===== config.mk =====
export PLATFORM = sky130hd
export DESIGN_NAME = add_sub_acc_flat
export DESIGN_NICKNAME = d
export VERILOG_FILES = /design/src/rtl/add_sub_acc_if.sv /design/src/rtl/add_sub_acc.sv /design/src/flat_wrapper.sv
export SDC_FILE = /design/constraint.sdc
export NUM_CORES = 1
export LEC_CHECK = 0
export ABC_AREA = 1
export CAP_MARGIN = 20
export CORE_MARGIN = 5
export CORE_UTILIZATION = 43
export CTS_CLUSTER_SIZE = 30
export DETAILED_ROUTE_END_ITERATION = 6
export GPL_TIMING_DRIVEN = 1
export HOLD_SLACK_MARGIN = 0.02
export PLACE_DENSITY = 0.81
export SYNTH_ARGS = -nofsm -noshare
export SYNTH_HDL_FRONTEND = slang
export SYNTH_SLANG_ARGS = --single-unit

===== constraint.sdc =====
create_clock -name i_clk -period 1.7 [get_ports i_clk]
set_input_delay 0.255 -clock i_clk [delete_from_list [all_inputs] [get_ports i_clk]]
set_output_delay 0.255 -clock i_clk [all_outputs]
set_load 0.01 [all_outputs]

===== src/rtl/add_sub_acc_if.sv =====
// rtl/add_sub_acc_if.sv - operand stream and result bus for the add/sub accumulator
`timescale 1ns/1ps
interface add_sub_acc_if #(
    parameter int WIDTH = 4,
    parameter int CNT_W = 3
);
    logic             i_start;
    logic             i_valid;
    logic             o_ready;
    logic [WIDTH-1:0] i_data;
    logic             i_s;
    logic [WIDTH-1:0] o_acc;
    logic             o_cout;
    logic             o_ovf;
    logic             o_zero;
    logic             o_busy;
    logic             o_done;
    logic [CNT_W-1:0] o_cnt;

    modport master (
        output i_start, i_valid, i_data, i_s,
        input  o_ready, o_acc, o_cout, o_ovf, o_zero, o_busy, o_done, o_cnt
    );

    modport slave (
        input  i_start, i_valid, i_data, i_s,
        output o_ready, o_acc, o_cout, o_ovf, o_zero, o_busy, o_done, o_cnt
    );
endinterface


===== src/rtl/add_sub_acc.sv =====
// rtl/add_sub_acc.sv - sequenced add/subtract accumulator with carry, sticky overflow and zero flags
`timescale 1ns/1ps
module add_sub_acc #(
    parameter int WIDTH = 4,
    parameter int N_OPS = 4,
    parameter int CNT_W = $clog2(N_OPS + 1)
) (
    input  logic          i_clk,
    input  logic          i_rst_n,
    add_sub_acc_if.slave  bus
);
    localparam int MSB = WIDTH - 1;

    typedef enum logic [1:0] {
        ST_IDLE = 2'd0,
        ST_RUN  = 2'd1,
        ST_DONE = 2'd2
    } state_t;

    state_t           state_q;
    state_t           state_d;
    logic [WIDTH-1:0] acc_q;
    logic             cout_q;
    logic             ovf_q;
    logic [CNT_W-1:0] cnt_q;

    logic [WIDTH-1:0] opnd;
    logic [WIDTH:0]   sum;
    logic             accept;
    logic             last_beat;
    logic             start_seq;
    logic             ovf_step;

    // Subtract is acc + ~data + 1, so cout=1 means no borrow
    always_comb begin
        opnd      = bus.i_s ? ~bus.i_data : bus.i_data;
        sum       = {1'b0, acc_q} + {1'b0, opnd} + {{WIDTH{1'b0}}, bus.i_s};
        accept    = (state_q == ST_RUN) && bus.i_valid;
        last_beat = accept && (cnt_q == CNT_W'(N_OPS - 1));
        start_seq = (state_q == ST_IDLE) && bus.i_start;
        ovf_step  = (acc_q[MSB] == opnd[MSB]) && (sum[MSB] != acc_q[MSB]);
    end

    // State register; reset aborts any sequence without a done pulse
    always_ff @(posedge i_clk or negedge i_rst_n) begin
        if (!i_rst_n) begin
            state_q <= ST_IDLE;
        end else begin
            state_q <= state_d;
        end
    end

    // Next state: start only honoured in IDLE, DONE always lasts one cycle
    always_comb begin
        state_d = state_q;
        unique case (state_q)
            ST_IDLE: if (bus.i_start) state_d = ST_RUN;
            ST_RUN:  if (last_beat)   state_d = ST_DONE;
            ST_DONE: state_d = ST_IDLE;
            default: state_d = ST_IDLE;
        endcase
    end

    // Result registers: cleared on start, updated per accepted beat, otherwise held
    always_ff @(posedge i_clk or negedge i_rst_n) begin
        if (!i_rst_n) begin
            acc_q  <= '0;
            cout_q <= 1'b0;
            ovf_q  <= 1'b0;
            cnt_q  <= '0;
        end else if (start_seq) begin
            acc_q  <= '0;
            cout_q <= 1'b0;
            ovf_q  <= 1'b0;
            cnt_q  <= '0;
        end else if (accept) begin
            acc_q  <= sum[WIDTH-1:0];
            cout_q <= sum[WIDTH];
            ovf_q  <= ovf_q | ovf_step;
            cnt_q  <= cnt_q + CNT_W'(1);
        end
    end

    assign bus.o_acc   = acc_q;
    assign bus.o_cout  = cout_q;
    assign bus.o_ovf   = ovf_q;
    assign bus.o_cnt   = cnt_q;
    assign bus.o_zero  = (acc_q == '0);
    assign bus.o_ready = (state_q == ST_RUN);
    assign bus.o_busy  = (state_q == ST_RUN);
    assign bus.o_done  = (state_q == ST_DONE);

endmodule


===== src/flat_wrapper.sv =====
// flat-port wrapper written by rule: the top's interface ports become plain ports
module add_sub_acc_flat 
#(
    parameter int WIDTH = 4,
    parameter int N_OPS = 4,
    parameter int CNT_W = $clog2(N_OPS + 1)
)
  (i_clk, i_rst_n, bus_i_start, bus_i_valid, bus_i_data, bus_i_s, bus_o_ready, bus_o_acc, bus_o_cout, bus_o_ovf, bus_o_zero, bus_o_busy, bus_o_done, bus_o_cnt);
  add_sub_acc_if #(.WIDTH(WIDTH), .CNT_W(CNT_W)) bus_i ();
  input  logic i_clk;
  input  logic i_rst_n;
  input wire logic [$bits(bus_i.i_start)-1:0] bus_i_start;
  input wire logic [$bits(bus_i.i_valid)-1:0] bus_i_valid;
  input wire logic [$bits(bus_i.i_data)-1:0] bus_i_data;
  input wire logic [$bits(bus_i.i_s)-1:0] bus_i_s;
  output wire logic [$bits(bus_i.o_ready)-1:0] bus_o_ready;
  output wire logic [$bits(bus_i.o_acc)-1:0] bus_o_acc;
  output wire logic [$bits(bus_i.o_cout)-1:0] bus_o_cout;
  output wire logic [$bits(bus_i.o_ovf)-1:0] bus_o_ovf;
  output wire logic [$bits(bus_i.o_zero)-1:0] bus_o_zero;
  output wire logic [$bits(bus_i.o_busy)-1:0] bus_o_busy;
  output wire logic [$bits(bus_i.o_done)-1:0] bus_o_done;
  output wire logic [$bits(bus_i.o_cnt)-1:0] bus_o_cnt;
  assign bus_i.i_start = bus_i_start;
  assign bus_i.i_valid = bus_i_valid;
  assign bus_i.i_data = bus_i_data;
  assign bus_i.i_s = bus_i_s;
  assign bus_o_ready = bus_i.o_ready;
  assign bus_o_acc = bus_i.o_acc;
  assign bus_o_cout = bus_i.o_cout;
  assign bus_o_ovf = bus_i.o_ovf;
  assign bus_o_zero = bus_i.o_zero;
  assign bus_o_busy = bus_i.o_busy;
  assign bus_o_done = bus_i.o_done;
  assign bus_o_cnt = bus_i.o_cnt;
  add_sub_acc #(.WIDTH(WIDTH), .N_OPS(N_OPS), .CNT_W(CNT_W)) u_core (.i_clk(i_clk), .i_rst_n(i_rst_n), .bus(bus_i));
endmodule

==> impl_metrics.toml <==
[run_status]
status = "finished, final reports clean"

[placed_design]
gp_congestion = 0.777
numPortBuffers = 21
hpwl_microns = 1260
post_dp_cell_area_sq_um = 933
place_inst = 117

[setup_path]
r2r_slack_ps = 260
cp_slowest_cell = "clkdlybuf4s50_1"
slowest_delay_ps = 410
path_buf_inv = 1
setup.worst_path.end_class = "flop"
critPathLaunchType = "input pin"
worstPathCellList = "clkdlybuf4s50_1, xor2_1, ha_1, a21oi_1, nand2_1, a21oi_1, o21ai_0, nand2_1"
cp_max_fo = 4
crit_path_end = "u_core.bus.o_acc[3]$_DFFE_PN0P_"
worstPathRequired_ps = 1910
worstPathArrival_ps = 1760
path_depth = 8
r2r_end = "u_core.bus.o_acc[3]$_DFFE_PN0P_"
rr_worst_depth = 6
r2r_start = "u_core.bus.o_acc[2]$_DFFE_PN0P_"
cp-startpoint = "bus_i_data[2]"
critical-path-top-delay-family = "compound AO/OA/AOI/OAI gates"
criticalPathCategory = "input pin to flop"

[clock_tree]
path_clk_slew_ps = 70
cts_root_buf = "clkbuf_4"
cts_tree = "yes"
hold_buffers = 0
clk_path_buf_depth = 2
htree_levels = 1
cts_made_buffers = 3
cts.sinks = 11
clock_latency_ps = 270

[floorplan]
die_h_microns = 49.3
die_area_sq_um = 2430
core_sq_um = 1490
io_pins = 22
initial_core_util_pct = 44.7
num_rows = 14
dieWidth_microns = 49.3

[sta]
drv_slew = 0
setup_viol_count_final = 0
max_freq_mhz = 645
rsz0062_at_grt = "no"
fin_worst_skew_ps = 4.56
slew_headroom_pct = 66.6
tns_ps = 0
hold_viol = 0
timing.hold.ws_ps = 318
worst_pin_slew_ps = 499
fin_crit_ps = 1550
period_share_pct = 91.2

[synthesis]
yosys.area_share.simple_pct = 17.7
seq_area_frac_synth_pct = 41.4
syn_inst = 75
avgSynthCellArea_sq_um = 8.88
synth_area_leaders = "dfrtp_1 (41%), ha_1 (9.4%), inv_1 (6.8%)"
synth_top_area_share_pct = 41.4
muxShareOfSynthArea_pct = 0
synth_compound_area_share_pct = 13.5
synth_top_area_cell = "dfrtp_1"
ys_types = 21
ys_warn_count = 0
synth_top_family_by_area = "simple AND/OR/NAND/NOR gates"
syn_nets = 90
ys_ff_latch = 11
syn_area_sq_um = 666
synth-xor-area-share_pct = 6.58
synth_fa_ha_area_share_pct = 12.4

[routing]
drc_errors = 0
drtIter0Drc = 6
wl_microns = 1500
num_vias = 617
routed_via_density = 5.06
wl_per_cell_microns = 12.3
first_pass_iters = 3
ant_nets = 0

[finish]
layout_commonest_cell = "clkdlybuf4s50_1"
multi_input_area_sq_um = 334
drive_gt1_share_pct = 16.0
fin_area_sq_um = 966
final_cell_mix = "clkdlybuf4s50_1 (16), inv_1 (12), nand2_1 (12), dfrtp_1 (11)"
fin_cells = 122
insertedDiodeCount = 0
seqCellArea_sq_um = 275
fin_util_pct = 64.9
num-fill-cells = 134
nNetsFinal = 122
syn2layout_area_growth_pct = 45.1

[pwr]
vdd_drop_max_mv = 0.739
p_per_area_nw_per_um2 = 1670
p_leak_nw = 0.494

[job]
maxCapViolCount = 0

[min_path]
hp-class = "input pin to async pin"

[grt]
grt_usage_pct = 14.2
grt_pass1_wl_microns = 2700
grt-ovfl-total = 0
grt_max_degree = 12
grt_pass1_vias = 642
antenna_found_initial = 0
cell usage after synthesis, drive strengths merged:
library cell  number
nand2             14
nor2               7
dfrtp             11
nor4               1
inv               13
ha                 5
xor2               4
a211oi             1
a21oi              5
o31ai              1
xnor2              1
a32o               1
o22ai              2
buf                1
nand3              3
fa                 1
o21ai              4
power by group:
group | leakage [nW] | switching [W] | internal [W] | total, W
combinational | 0.340 | 0.000460 | 0.000501 | 0.000961
clock | 0.0177 | 0.0000891 | 0.0000870 | 0.000176
sequential | 0.136 | 0.0000972 | 0.000377 | 0.000474
cell families (layout without fill, tap and decap cells):
logic type	after synthesis	in the layout
AO/OA/AOI/OAI	14	14
XOR/XNOR	5	5
adder cells (fa/ha/maj)	6	6
buffers and inverters	14	45
flip-flops	11	11
AND/OR/NAND/NOR	25	25
per-stage QoR:
step / setup WS [ps] / total power (W)
global placement: -193 / 0.00143
global route: 24.7 / 0.00177
finish: 150 / 0.00161
CTS: 25.8 / 0.00164
detailed placement: -249 / 0.00147
floorplan: 347 / 0.000996
worst reg2reg max path, stage by stage (launching register included):
cell     delay (ps)
dfrtp_1         430
ha_1            360
a21oi_1         200
nand2_1         110
a21oi_1         130
o21ai_0          90
nand2_1          60
how the worst min path moves through the flow:
| stage | end | cells after the start | slack, ps |
|---|---|---|---|
| after global placement | u_core.bus.o_cout$_DFFE_PN0P_ | 2 | 470 |
| after floorplan | u_core.bus.o_acc[0]$_DFFE_PN0P_ | 0 | -40 |
| final | u_core.state_q[1]$_DFFE_PN0P_ | 1 | 320 |
| after global routing | u_core.bus.o_cnt[1]$_DFFE_PN0P_ | 1 | 350 |
| after detailed placement | u_core.bus.o_cout$_DFFE_PN0P_ | 2 | 470 |
| after CTS | u_core.state_q[1]$_DFFE_PN0P_ | 1 | 320 |
registers in the layout (all words and copies together) (netlist names):
name	count
u_core.bus.o_acc	4
u_core.bus.o_cnt	3
u_core.bus.o_cout	1
u_core.bus.o_ovf	1
u_core.state_q	2
what timing repair did:
action	CTS	global route
cloned	0	0
resized for setup	4	1
setup endpoints to repair	3	4
buffers inserted	1	0
pin swaps	0	1
hold endpoints to repair	0	0
cell type report:
class | instances | area share (%)
Clock inverter | 1 | 0.518
Sequential cell | 11 | 28.5
Multi-Input combinational cell | 50 | 34.6
Tap cell | 16 | 2.07
Inverter | 13 | 5.05
Timing Repair Buffer | 28 | 26.9
Clock buffer | 3 | 2.33
per-layer routing:
| layer | part of all wire, % | track usage [%] |
|---|---|---|
| met1 | 43 | 15.3 |
| met2 | 48 | 25.1 |
| met3 | 6.9 | 3.98 |
| met4 | 2.0 | 6.73 |
| met5 | 0 | 0 |
Power figures use the tool's default switching activity.
